`src/rtl/theta_slice_pkg.sv`:
```
// Shared constants, lane indexing and FSM state encoding for the theta slice sequencer.
package theta_slice_pkg;

  localparam int SLICE_W = 25;
  localparam int COLS    = 5;
  localparam int ROWS    = 5;

  // Sequencer states: one pass is PRE, DEPTH x RUN, DRAIN, DONE.
  typedef enum logic [2:0] {
    ST_IDLE  = 3'd0,
    ST_PRE   = 3'd1,
    ST_RUN   = 3'd2,
    ST_DRAIN = 3'd3,
    ST_DONE  = 3'd4
  } theta_state_e;

  // Bit position of lane (x,y) inside a 25-bit slice; lane (0,0) is the MSB.
  function automatic int idx(input int x, input int y);
    return SLICE_W - 1 - (x + COLS * y);
  endfunction

  // Five column parities of one slice; bit x holds the XOR of column x.
  function automatic logic [COLS-1:0] col_parity(input logic [SLICE_W-1:0] s);
    logic [COLS-1:0] p;
    p = '0;
    for (int x = 0; x < COLS; x++) begin
      for (int y = 0; y < ROWS; y++) begin
        p[x] = p[x] ^ s[idx(x, y)];
      end
    end
    return p;
  endfunction

endpackage

```
`src/rtl/theta_slice_ctrl_apply.sv`:
```
// Combinational theta kernel for one slice: column parity of the slice and the
// slice mixed with its own parity and the parity of the previous slice.
module theta_slice_apply
  import theta_slice_pkg::*;
(
  input  logic [SLICE_W-1:0] slice_in,
  input  logic [COLS-1:0]    cur_par,
  input  logic [COLS-1:0]    prev_par,
  output logic [SLICE_W-1:0] slice_out,
  output logic [COLS-1:0]    par
);

  // Parity of the incoming slice, also fed back by the caller as cur_par.
  assign par = col_parity(slice_in);

  // Each lane picks up the parity of column x-1 of this slice and column x+1 of slice z-1.
  for (genvar gi = 0; gi < COLS; gi++) begin : g_col
    for (genvar gj = 0; gj < ROWS; gj++) begin : g_row
      assign slice_out[idx(gi, gj)] = slice_in[idx(gi, gj)]
                                    ^ cur_par[(gi + 4) % COLS]
                                    ^ prev_par[(gi + 1) % COLS];
    end
  end

endmodule

```
`src/rtl/theta_slice_ctrl.sv`:
```
// Theta pass sequencer: streams every slice of the state RAM through the theta
// kernel and writes it back in place, carrying the z-1 column parity forward.
module theta_slice_ctrl
  import theta_slice_pkg::*;
#(
  parameter int N     = 25,
  parameter int DEPTH = 64,
  parameter int AW    = 6
) (
  input  logic          clk,
  input  logic          rst_n,
  input  logic          start,
  output logic          busy,
  output logic          done,
  output logic          rd_en,
  output logic [AW-1:0] rd_addr,
  input  logic [N-1:0]  rd_data,
  output logic          wr_en,
  output logic [AW-1:0] wr_addr,
  output logic [N-1:0]  wr_data
);

  localparam logic [AW-1:0] LAST = AW'(DEPTH - 1);

  theta_state_e    state_q, state_d;
  logic            busy_q, busy_d;
  logic            done_q, done_d;
  logic            rd_en_q, rd_en_d;
  logic [AW-1:0]   rd_addr_q, rd_addr_d;
  logic [AW-1:0]   cnt_q, cnt_d;
  logic            first_q, first_d;
  logic [COLS-1:0] prev_par_q, prev_par_d;

  logic [COLS-1:0] slice_par;
  logic [N-1:0]    mixed;

  theta_slice_apply u_apply (
    .slice_in (rd_data),
    .cur_par  (slice_par),
    .prev_par (prev_par_q),
    .slice_out(mixed),
    .par      (slice_par)
  );

  // Next-state logic; read strobe/address are registered one state ahead so they
  // line up with the state they belong to.
  always_comb begin
    state_d    = state_q;
    busy_d     = busy_q;
    done_d     = 1'b0;
    rd_en_d    = rd_en_q;
    rd_addr_d  = rd_addr_q;
    cnt_d      = cnt_q;
    first_d    = first_q;
    prev_par_d = prev_par_q;
    case (state_q)
      ST_IDLE: begin
        if (start) begin
          state_d   = ST_PRE;
          busy_d    = 1'b1;
          rd_en_d   = 1'b1;
          rd_addr_d = LAST;
        end
      end
      ST_PRE: begin
        state_d   = ST_RUN;
        first_d   = 1'b1;
        cnt_d     = '0;
        rd_en_d   = 1'b1;
        rd_addr_d = '0;
      end
      ST_RUN: begin
        // First RUN cycle sees slice DEPTH-1 and only primes the z-1 parity.
        first_d    = 1'b0;
        prev_par_d = slice_par;
        if (cnt_q == LAST) begin
          state_d   = ST_DRAIN;
          rd_en_d   = 1'b0;
          rd_addr_d = '0;
        end else begin
          cnt_d     = cnt_q + AW'(1);
          rd_addr_d = cnt_q + AW'(1);
        end
      end
      ST_DRAIN: begin
        state_d = ST_DONE;
        busy_d  = 1'b0;
        done_d  = 1'b1;
      end
      ST_DONE: begin
        state_d = ST_IDLE;
      end
      default: begin
        state_d = ST_IDLE;
        busy_d  = 1'b0;
        rd_en_d = 1'b0;
      end
    endcase
  end

  // Sequencer state register with asynchronous clear.
  always_ff @(posedge clk or negedge rst_n) begin
    if (!rst_n) begin
      state_q    <= ST_IDLE;
      busy_q     <= 1'b0;
      done_q     <= 1'b0;
      rd_en_q    <= 1'b0;
      rd_addr_q  <= '0;
      cnt_q      <= '0;
      first_q    <= 1'b0;
      prev_par_q <= '0;
    end else begin
      state_q    <= state_d;
      busy_q     <= busy_d;
      done_q     <= done_d;
      rd_en_q    <= rd_en_d;
      rd_addr_q  <= rd_addr_d;
      cnt_q      <= cnt_d;
      first_q    <= first_d;
      prev_par_q <= prev_par_d;
    end
  end

  // Write port follows read data by one slice; forced to zero when idle so it never carries X.
  always_comb begin
    wr_en   = 1'b0;
    wr_addr = '0;
    wr_data = '0;
    if (state_q == ST_RUN && !first_q) begin
      wr_en   = 1'b1;
      wr_addr = cnt_q - AW'(1);
      wr_data = mixed;
    end else if (state_q == ST_DRAIN) begin
      wr_en   = 1'b1;
      wr_addr = LAST;
      wr_data = mixed;
    end
  end

  assign busy    = busy_q;
  assign done    = done_q;
  assign rd_en   = rd_en_q;
  assign rd_addr = rd_addr_q;

endmodule

```
`config.mk`:
```
export PLATFORM = sky130hd
export DESIGN_NAME = theta_slice_ctrl
export DESIGN_NICKNAME = d
export VERILOG_FILES = /design/src/rtl/theta_slice_pkg.sv /design/src/rtl/theta_slice_ctrl_apply.sv /design/src/rtl/theta_slice_ctrl.sv
export SDC_FILE = /design/constraint.sdc
export NUM_CORES = 1
export LEC_CHECK = 0
export ABC_AREA = 0
export CELL_PAD_IN_SITES_DETAIL_PLACEMENT = 1
export CELL_PAD_IN_SITES_GLOBAL_PLACEMENT = 2
export CORE_UTILIZATION = 27
export CTS_BUF_LIST = sky130_fd_sc_hd__clkbuf_4 sky130_fd_sc_hd__clkbuf_8
export DETAILED_ROUTE_END_ITERATION = 10
export PLACE_DENSITY_LB_ADDON = 0.1
export SKIP_LAST_GASP = 1
export SLEW_MARGIN = 20
export SYNTH_ARGS = -nofsm -noshare
export SYNTH_HDL_FRONTEND = slang
export SYNTH_SLANG_ARGS = --single-unit
```
`constraint.sdc`:
```
create_clock -name clk -period 2.4 [get_ports clk]
set_clock_uncertainty 0.1 [all_clocks]
set_input_delay 0.48 -clock clk [delete_from_list [all_inputs] [get_ports clk]]
set_output_delay 0.48 -clock clk [all_outputs]
set_load 0.05 [all_outputs]
```
# Word-level counts from Yosys, hierarchy flattened
# Index checks and enable logic that the tools add are counted.
dict set report word_totals {
  input_bits 28
  out_inout_bits 41
  reg_bits 24
  elab_cells 121
}
dict set report classes {
  n_eq_ne 8
  n_addsub 2
  n_bitwise 72
  n_reduce_logical 12
  mux 19
}
# cell n
set op_table {}
lappend op_table {{bitwise XOR 1 bit} 70}
lappend op_table {{2-to-1 mux 25 bit} 2}
lappend op_table {{2-to-1 mux 6 bit} 5}
lappend op_table {{case mux 6 bit (3 select lines)} 1}
lappend op_table {{case mux 3 bit (4 select lines)} 1}
lappend op_table {{case mux 6 bit (2 select lines)} 1}
lappend op_table {{AND reduction 2 bit} 4}
lappend op_table {{adder 6 x 1 -> 6 bit, second input constant} 1}
lappend op_table {{equality test 3 x 2 -> 1 bit, second input constant} 2}
lappend op_table {{equality test 6 bit, second input constant} 1}
lappend op_table {{2-to-1 mux 3 bit} 2}
lappend op_table {{!= test 2 bit, second input constant} 3}
lappend op_table {{subtractor 6 x 1 -> 6 bit, second input constant} 1}
lappend op_table {{2-to-1 mux 1 bit} 4}
lappend op_table {{case mux 1 bit (2 select lines)} 2}
lappend op_table {{case mux 1 bit (4 select lines)} 1}
lappend op_table {{equality test 3 x 1 -> 1 bit, second input constant} 1}
lappend op_table {{equality test 3 bit, second input constant} 1}
lappend op_table {{logical NOT 3 bit} 1}
lappend op_table {{AND reduction 3 bit} 1}
lappend op_table {{nonzero test 3 bit} 1}
lappend op_table {{OR reduction 3 bit} 1}
lappend op_table {{inverter 1 bit} 2}
lappend op_table {{nonzero test 2 bit} 1}
lappend op_table {{other kinds (3)} 3}

# Longest topological paths before layout
# Gate-level depths: netlist of the first run.
dict set report depth {
  ltp_word 8
  ltp_mapped 7
  ltp_nobuf 5
}

# Cells and area by module
# A second synthesis of the first run with hierarchy kept.
dict set report unflattened {
  cells_unflattened 214
  area_unflattened_um2 1971.9
}
# mod cells_per_inst n_inst seq_area_each_um2 area_each_um2
set by_module_without_submodules {}
lappend by_module_without_submodules {theta_slice_ctrl 169 1 600.6 1471.4}
lappend by_module_without_submodules {theta_slice_apply 45 1 0.0 500.5}

# Worst setup path before layout of the first run
# No wires, ideal clock.
dict set report synth_timing {
  path_kind {reg-to-output}
  startpoint {reg state_q[2]}
  endpoint {out wr_addr[0]}
  path_buffers 2
  t_arrival_ns 2.274
  setup_slack_ns -0.454
  required_time_ns 1.820
  stages_incl_launch_ff 6
  cell_sequence {dfrtp_1 > clkbuf_1 > nor2_4 > nand2_1 > buf_2 > o31ai_1}
}
dict set report synth_via {
  elab_chain_len 3
  word_cells_on_any_way 5
  classes_between {eq/ne (2); mux (2); reduce/logical (1)}
}
# item line_no
set synth_lines {}
lappend synth_lines {{start: declaration} theta_slice_ctrl.sv:25} ;# theta_state_e state_q, state_d;
lappend synth_lines {{start signal: assignment} theta_slice_ctrl.sv:113} ;# state_q <= state_d;
lappend synth_lines {{equality test 3 x 2 -> 1 bit, on equally long branches} {theta_slice_ctrl.sv:133, theta_slice_ctrl.sv:129}}
lappend synth_lines {{2-to-1 mux 6 bit or logical AND 1 bit (tied branches)} {theta_slice_ctrl.sv:133, theta_slice_ctrl.sv:129}}
lappend synth_lines {{2-to-1 mux 6 bit *} theta_slice_ctrl.sv:129} ;# if (state_q == ST_RUN && !first_q) begin
lappend synth_lines {{end: declaration} theta_slice_ctrl.sv:19} ;# output logic [AW-1:0] wr_addr,
# Mark *: on every way between the ends. The rest lies on a longest branch, timed or not.

# Final worst setup path of the first run
dict set report layout_timing {
  startpoint {in rd_data[2]}
  endpoint {out wr_data[1]}
}
dict set report layout_via {
  elab_chain_len 5
}
# item line_no
set layout_lines {}
lappend layout_lines {{start: declaration} theta_slice_ctrl.sv:17} ;# input logic [N-1:0] rd_data,
lappend layout_lines {{bitwise XOR 1 bit *} theta_slice_pkg.sv:28} ;# p[x] = p[x] ^ s[idx(x, y)];
lappend layout_lines {{bitwise XOR 1 bit *} theta_slice_ctrl_apply.sv:20} ;# ^ cur_par[(gi + 4) % COLS]
lappend layout_lines {{bitwise XOR 1 bit *} theta_slice_ctrl_apply.sv:21} ;# ^ prev_par[(gi + 1) % COLS];
lappend layout_lines {{2-to-1 mux 25 bit} theta_slice_ctrl.sv:133} ;# end else if (state_q == ST_DRAIN) begin
lappend layout_lines {{2-to-1 mux 25 bit *} theta_slice_ctrl.sv:129}
lappend layout_lines {{end: declaration} theta_slice_ctrl.sv:20} ;# output logic [N-1:0] wr_data
# Marked as above.

==> impl_metrics.csv, run 1 <==
group,metric,value,unit
timing,setup_viol,15,
global_routing,met3_usage,0.0317,
setup_path,worstSetupEndpointType,"primary output",
setup_path,r2r_cells,6,
clocking,cts.sinks,24,
place,dp_slack,-0.632,ns
setup_path,crit_path_start_kind,"primary input",
setup_path,worst-path-max-fanout,5,
cells_and_area,n_antenna_cell,0,
global_routing,grt_use_met1,0.221,
timing,hold_viol_final,0,
floorplan,die_h,88.5,um
yosys,yosysTopAreaCellShare,0.298,
yosys,ys_seq_area_frac,0.298,
yosys,yosys_warnings,0,
timing,rsz0062_at_grt,"true",
min_path,hold_path_class,"flip-flop to flip-flop",
drt,drtIter0Drc,35,
cells_and_area,regArea,602,um^2
clocking,insertion_delay,0.27,ns
setup_path,rr_startpoint,"state_q[0]$_DFFE_PN0P_",
yosys,synth.top_cells.by_area,"dfrtp_1 (30%), xnor2_1 (19%), nor2_1 (7.1%)",
setup_path,crit_type,"primary input to primary output",
setup_path,rr_endpoint,"rd_addr[2]$_DFFE_PN0P_",
run_status,outcome,"complete, but fails checks",
yosys,synth_cells,224,
floorplan,io_pins,69,
cells_and_area,fin_util,0.538,
drt,drc,0,
cells_and_area,nNetsFinal,362,
timing,period_share,1.02,
timing,fin_crit,2.45,ns
timing,relSlewSlack,0.665,
clocking,cts_htree_levels,1,
yosys,synth_area,2020,um^2
place,gp_congestion,0.815,
global_routing,met2_usage,0.361,
global_routing,antenna_found_initial,0,
global_routing,grt_pass1_vias,2204,
clocking,path_clk_slew,0.09,ns
drt,route.vias.total,2002,
yosys,avgSynthCellArea,9.01,um^2
drt,dr.pass1.iters,4,
global_routing,grt_util_all_layers,0.192,
clocking,cts_buffers,3,
setup_path,cp_data_required_time,1.82,ns
drt,wl_per_cell,16.2,um
clocking,clockBufferDepth,2,
setup_path,crit_start,"rd_data[2]",
floorplan,die_w,88.5,um
place,dp_hpwl,5270,um
global_routing,overflow,0,
timing,fin_ws,-0.0526,ns
yosys,ys_seq_elements,24,
drt,drt-total-wl,6980,um
clocking,cts-root-buf,"clkbuf_8",
setup_path,arrival,1.87,ns
timing,worst_pin_slew,0.501,ns
floorplan,rows,31,
global_routing,grt_max_degree,25,
clocking,cts_tree,"yes",
drt,final_antenna_net_count,0,
floorplan,initial_utilization,0.278,
setup_path,r2r_slack,0.52,ns
yosys,synth_cell_types,34,
floorplan,die-area,7820,um^2
cells_and_area,fillers,776,
run_status,violations,"setup timing",
place,numPortBuffers,68,
cells_and_area,multiInputGateArea,1710,um^2
cells_and_area,area.growth.synth_to_final,93.2,%
drt,avgViaCountPerCell,4.66,
floorplan,core_area,7250,um^2
setup_path,worst_setup_path_endpoint,"wr_data[1]",
cells_and_area,drive_gt1_frac,0.547,
yosys,yosys.area.top_type,"dfrtp_1",
global_routing,gr-max-usage-layer,"met2",
timing,max_freq,408,MHz
yosys,syn_nets,254,
global_routing,grt_pass1_wl,11400,um
timing,maxSlewViolCount,0,
job,max_cap_viol_count,0,
[cell type report]
cell class	instances	area share
tap	99	0.0318
timing repair buffer	117	0.347
multi-input combinational	177	0.440
clock inverter	1	0.00770
clock buffer	3	0.0106
inverter	9	0.00866
sequential	24	0.154
[Yosys cell counts]
cell type,n
xnor2_1,43
nor2_1,38
dfrtp_1,24
o21ai_0,15
a21oi_1,14
nand2_1,13
clkbuf_1,9
inv_1,9
nor3_1,7
a211oi_1,5
buf_6,4
nand3_1,4
xnor3_2,4
xor3_2,4
o211ai_1,3
xor2_1,3
and3_4,2
ha_1,2
mux2_2,2
nor3b_1,2
o21a_1,2
o221ai_1,2
xnor3_1,2
a21oi_2,1
a31oi_1,1
buf_2,1
mux2i_1,1
nor2_4,1
nor2b_1,1
o2bb2ai_1,1
o311ai_0,1
o31ai_1,1
or3_4,1
or3b_1,1
[cells by family (layout without fill, tap and decap cells)]
group	after synthesis	count (layout)	synth area share
multiplexers	3	3	0.0161
flip-flops	24	24	0.298
AND/OR/NAND/NOR	70	70	0.159
AO/OA/AOI/OAI	46	46	0.138
XOR/XNOR	56	56	0.319
adder cells (fa/ha/maj)	2	2	0.0124
buffers and inverters	23	130	0.0583
[sequential cells by signal, summed over array words and instances, names as in the netlist]
signal      cells
rd_addr         6
rd_en           1
busy            1
first_q         1
prev_par_q      5
state_q         3
done            1
cnt_q           6
[worst max-delay path: stages]
cell and delay (ns):
buf_6 0.09, xor3_2 0.40, xnor3_2 0.39, xnor2_2 0.19
nor2_2 0.16, buf_12 0.15
[worst min path at each step]
stage                            from                endpoint  slack [ns]  depth (start not counted)
5_1_grt        rd_addr[4]$_DFFE_PN0P_  rd_addr[4]$_DFFE_PN0P_        0.45                          1
3_3_place_gp   rd_addr[4]$_DFFE_PN0P_  rd_addr[4]$_DFFE_PN0P_        0.38                          1
2_1_floorplan                   rst_n        busy$_DFFE_PN0P_        0.08                          0
3_5_place_dp   rd_addr[4]$_DFFE_PN0P_  rd_addr[4]$_DFFE_PN0P_        0.39                          1
4_1_cts        rd_addr[4]$_DFFE_PN0P_  rd_addr[4]$_DFFE_PN0P_        0.41                          1
6_report       rd_addr[4]$_DFFE_PN0P_  rd_addr[4]$_DFFE_PN0P_        0.40                          1
[timing repair]
item / in CTS / in global routing
pin swaps: 36 / 19
endpoints found under the setup margin: 31 / 27
setup buffers: 5 / 4
hold buffers: 0 / 0
resized for setup: 113 / 7
[per-layer routing]
layer,vias to the layer above,share of wire
li1,967,-
met1,972,0.42
met2,55,0.52
met3,8,0.045
met4,0,0.014
met5,-,0
[placed cells by master (no fill, tap or decap), drive strengths merged, types with 7 or more instances in the layout]
cell type	Yosys	final
o21ai	15	15
nand2	13	13
inv	9	9
dfrtp	24	24
nor3	7	7
xnor2	43	43
nor2	39	39
clkdlybuf4s15	0	7
clkdlybuf4s50	0	11
buf	5	94
a21oi	15	15
[metrics by stage]
| stage | TNS, ns | instances | hold slack [ns] | area [um^2] |
|---|---|---|---|---|
| after floorplan | -1.13 | 224 | 0.0844 | 2180 |
| after global placement | -12.94 | 417 | 0.384 | 3540 |
| after detailed placement | -13.80 | 417 | 0.393 | 3540 |
| after CTS | -0.678 | 426 | 0.415 | 3860 |
| after global routing | -1.76 | 430 | 0.446 | 3900 |
| final | -0.344 | 430 | 0.404 | 3900 |
Power of run 1 is not shown: default switching activity piles up to over one toggle a cycle in this logic, so the estimate is an artifact.
==> run 2: changes to the inputs <==
--- a/config.mk
+++ b/config.mk
@@ -12,6 +12,7 @@
 export CTS_BUF_LIST = sky130_fd_sc_hd__clkbuf_4 sky130_fd_sc_hd__clkbuf_8
 export DETAILED_ROUTE_END_ITERATION = 10
 export PLACE_DENSITY_LB_ADDON = 0.1
+export RECOVER_POWER = 100
 export SKIP_LAST_GASP = 1
 export SLEW_MARGIN = 20
 export SYNTH_ARGS = -nofsm -noshare
==> run 2 against run 1 <==
Against the previous run: the flow still finishes with violations (setup timing); global-route usage stayed put; flip-flop and latch count stayed put; critical path type unchanged; non-clock buffer count unchanged.
==> impl_metrics.csv, run 2 (same netlist as run 1, synthesis figures left out) <==
group,metric,value,unit
timing,relSlewSlack,0.0608,
clocking,cts_tree,"yes",
setup_path,cp_data_required_time,1.82,ns
setup_path,crit_chain,"clkdlybuf4s15_1 > xnor2_2 > xnor3_2 > xnor2_2 > nor2_2 > buf_12",
place,placedCellCount,417,
setup_path,worstSetupEndpointType,"primary output",
setup_path,arrival,1.87,ns
setup_path,cpMaxStageDelayCell,"xnor3_2",
drt,drt-total-wl,6940,um
timing,worst_pin_slew,1.41,ns
cells_and_area,drive_gt1_frac,0.529,
job,max_cap_viol_count,0,
min_path,min_from,"rd_addr[4]$_DFFE_PN0P_",
place,numPortBuffers,68,
setup_path,cp_common_cell,"xnor2_2",
run_status,violations,"setup timing",
drt,dr.pass1.iters,4,
floorplan,initial_utilization,0.278,
setup_path,r2r_cells,5,
global_routing,grt_util_all_layers,0.192,
setup_path,crit_start,"rd_data[21]",
floorplan,die_w,88.5,um
clocking,clockBufferDepth,2,
timing,hold_viol_final,0,
global_routing,grt_max_degree,25,
drt,drtIter0Drc,31,
global_routing,antenna_found_initial,0,
setup_path,worst-path-max-fanout,5,
global_routing,grt_pass1_wl,11400,um
run_status,outcome,"complete, but fails checks",
timing,rsz0062_at_grt,"true",
drt,final_antenna_net_count,0,
timing,hold-worst-slack,0.399,ns
clocking,cts_buffers,3,
cells_and_area,final_cell_mix,"buf_4 (43), buf_12 (34), xnor2_2 (30)",
setup_path,crit_path_start_kind,"primary input",
global_routing,overflow,0,
setup_path,rr_startpoint,"state_q[0]$_DFFE_PN0P_",
cells_and_area,fillers,777,
min_path,min_path_cells,1,
cells_and_area,multiInputGateArea,1710,um^2
clocking,path_clk_slew,0.09,ns
timing,period_share,1.02,
timing,fin_crit,2.45,ns
cells_and_area,n_antenna_cell,0,
place,dp_hpwl,5270,um
setup_path,crit_type,"primary input to primary output",
min_path,hold_path_class,"flip-flop to flip-flop",
clocking,cts.sinks,24,
setup_path,max_stage_delay,0.41,ns
floorplan,rows,31,
cells_and_area,regArea,602,um^2
clocking,insertion_delay,0.27,ns
floorplan,io_pins,69,
cells_and_area,area.growth.synth_to_final,92.1,%
place,gp_congestion,0.815,
cells_and_area,final_cells,430,
timing,fin_ws,-0.0518,ns
clocking,cts_htree_levels,1,
clocking,cts_hold_buf,0,
drt,avgViaCountPerCell,4.64,
drt,drc,0,
floorplan,die_h,88.5,um
global_routing,grt_pass1_vias,2204,
cells_and_area,final_common_cell,"buf_4",
timing,setup_viol,17,
cells_and_area,nNetsFinal,362,
floorplan,die-area,7820,um^2
timing,max_freq,408,MHz
floorplan,core_area,7250,um^2
timing,maxSlewViolCount,0,
drt,route.vias.total,1995,
clocking,cts-root-buf,"clkbuf_8",
drt,wl_per_cell,16.1,um
==> run 2: cell count changes in the layout (fill, tap and decap cells not counted), sizes merged <==
cell,before,now
clkdlybuf4s50,11,1
dlygate4sd3,0,10
buf,94,90
clkbuf,5,9
==> run 2: cell type report <==
cell class              instances  area share
repair buffers                117       0.345
clock inverters                 1     0.00775
clock buffers                   3      0.0107
flip-flops and latches         24       0.155
multi-input cells             177       0.440
well taps                      99      0.0320
inverters                       9     0.00872
==> run 2: stage by stage <==
step	setup slack (ns)	util	instance area, um^2	setup TNS, ns
after floorplan	-0.119	-	2180	-1.13
after global placement	-0.589	0.488	3540	-12.94
after detailed placement	-0.632	0.488	3540	-13.80
after CTS	-0.0845	0.532	3860	-0.678
after global routing	-0.133	0.534	3880	-2.75
final	-0.0518	0.534	3880	-0.437
==> run 2: worst max-delay path, delay by kind of cell <==
kind                      cells  cell delay (ns)
buffers and inverters         2             0.41
and+or+nand+nor               1             0.17
xor gates and xnor gates      3             0.80
==> run 2: path summary, 6_finish.rpt <==
check,end,slack [ns]
max,wr_data[20],-0.05
min,rd_addr[4]$_DFFE_PN0P_,0.40
max reg2reg,prev_par_q[4]$_DFFE_PN0P_,0.10
min reg2reg,rd_addr[4]$_DFFE_PN0P_,0.40
max in group asynchronous,cnt_q[0]$_DFFE_PN0P_,0.32
min in group asynchronous,rd_addr[5]$_DFFE_PN0P_,0.95
==> run 2: repair_timing <==
item                                    4_1_cts  5_1_grt
pin swaps                                    36       19
gates resized for setup                     113        7
hold endpoints to repair                      0        0
gates cloned                                  0        0
setup buffers                                 5        4
endpoints found under the setup margin       31       27
==> run 2: layer usage <==
layer	part of all wire	GRT usage	vias up
li1	-	-	967
met1	0.42	0.221	967
met2	0.53	0.361	53
met3	0.044	0.0317	8
met4	0.014	0.0601	0
met5	0	0	-
Power of run 2 is left out for the same reason.
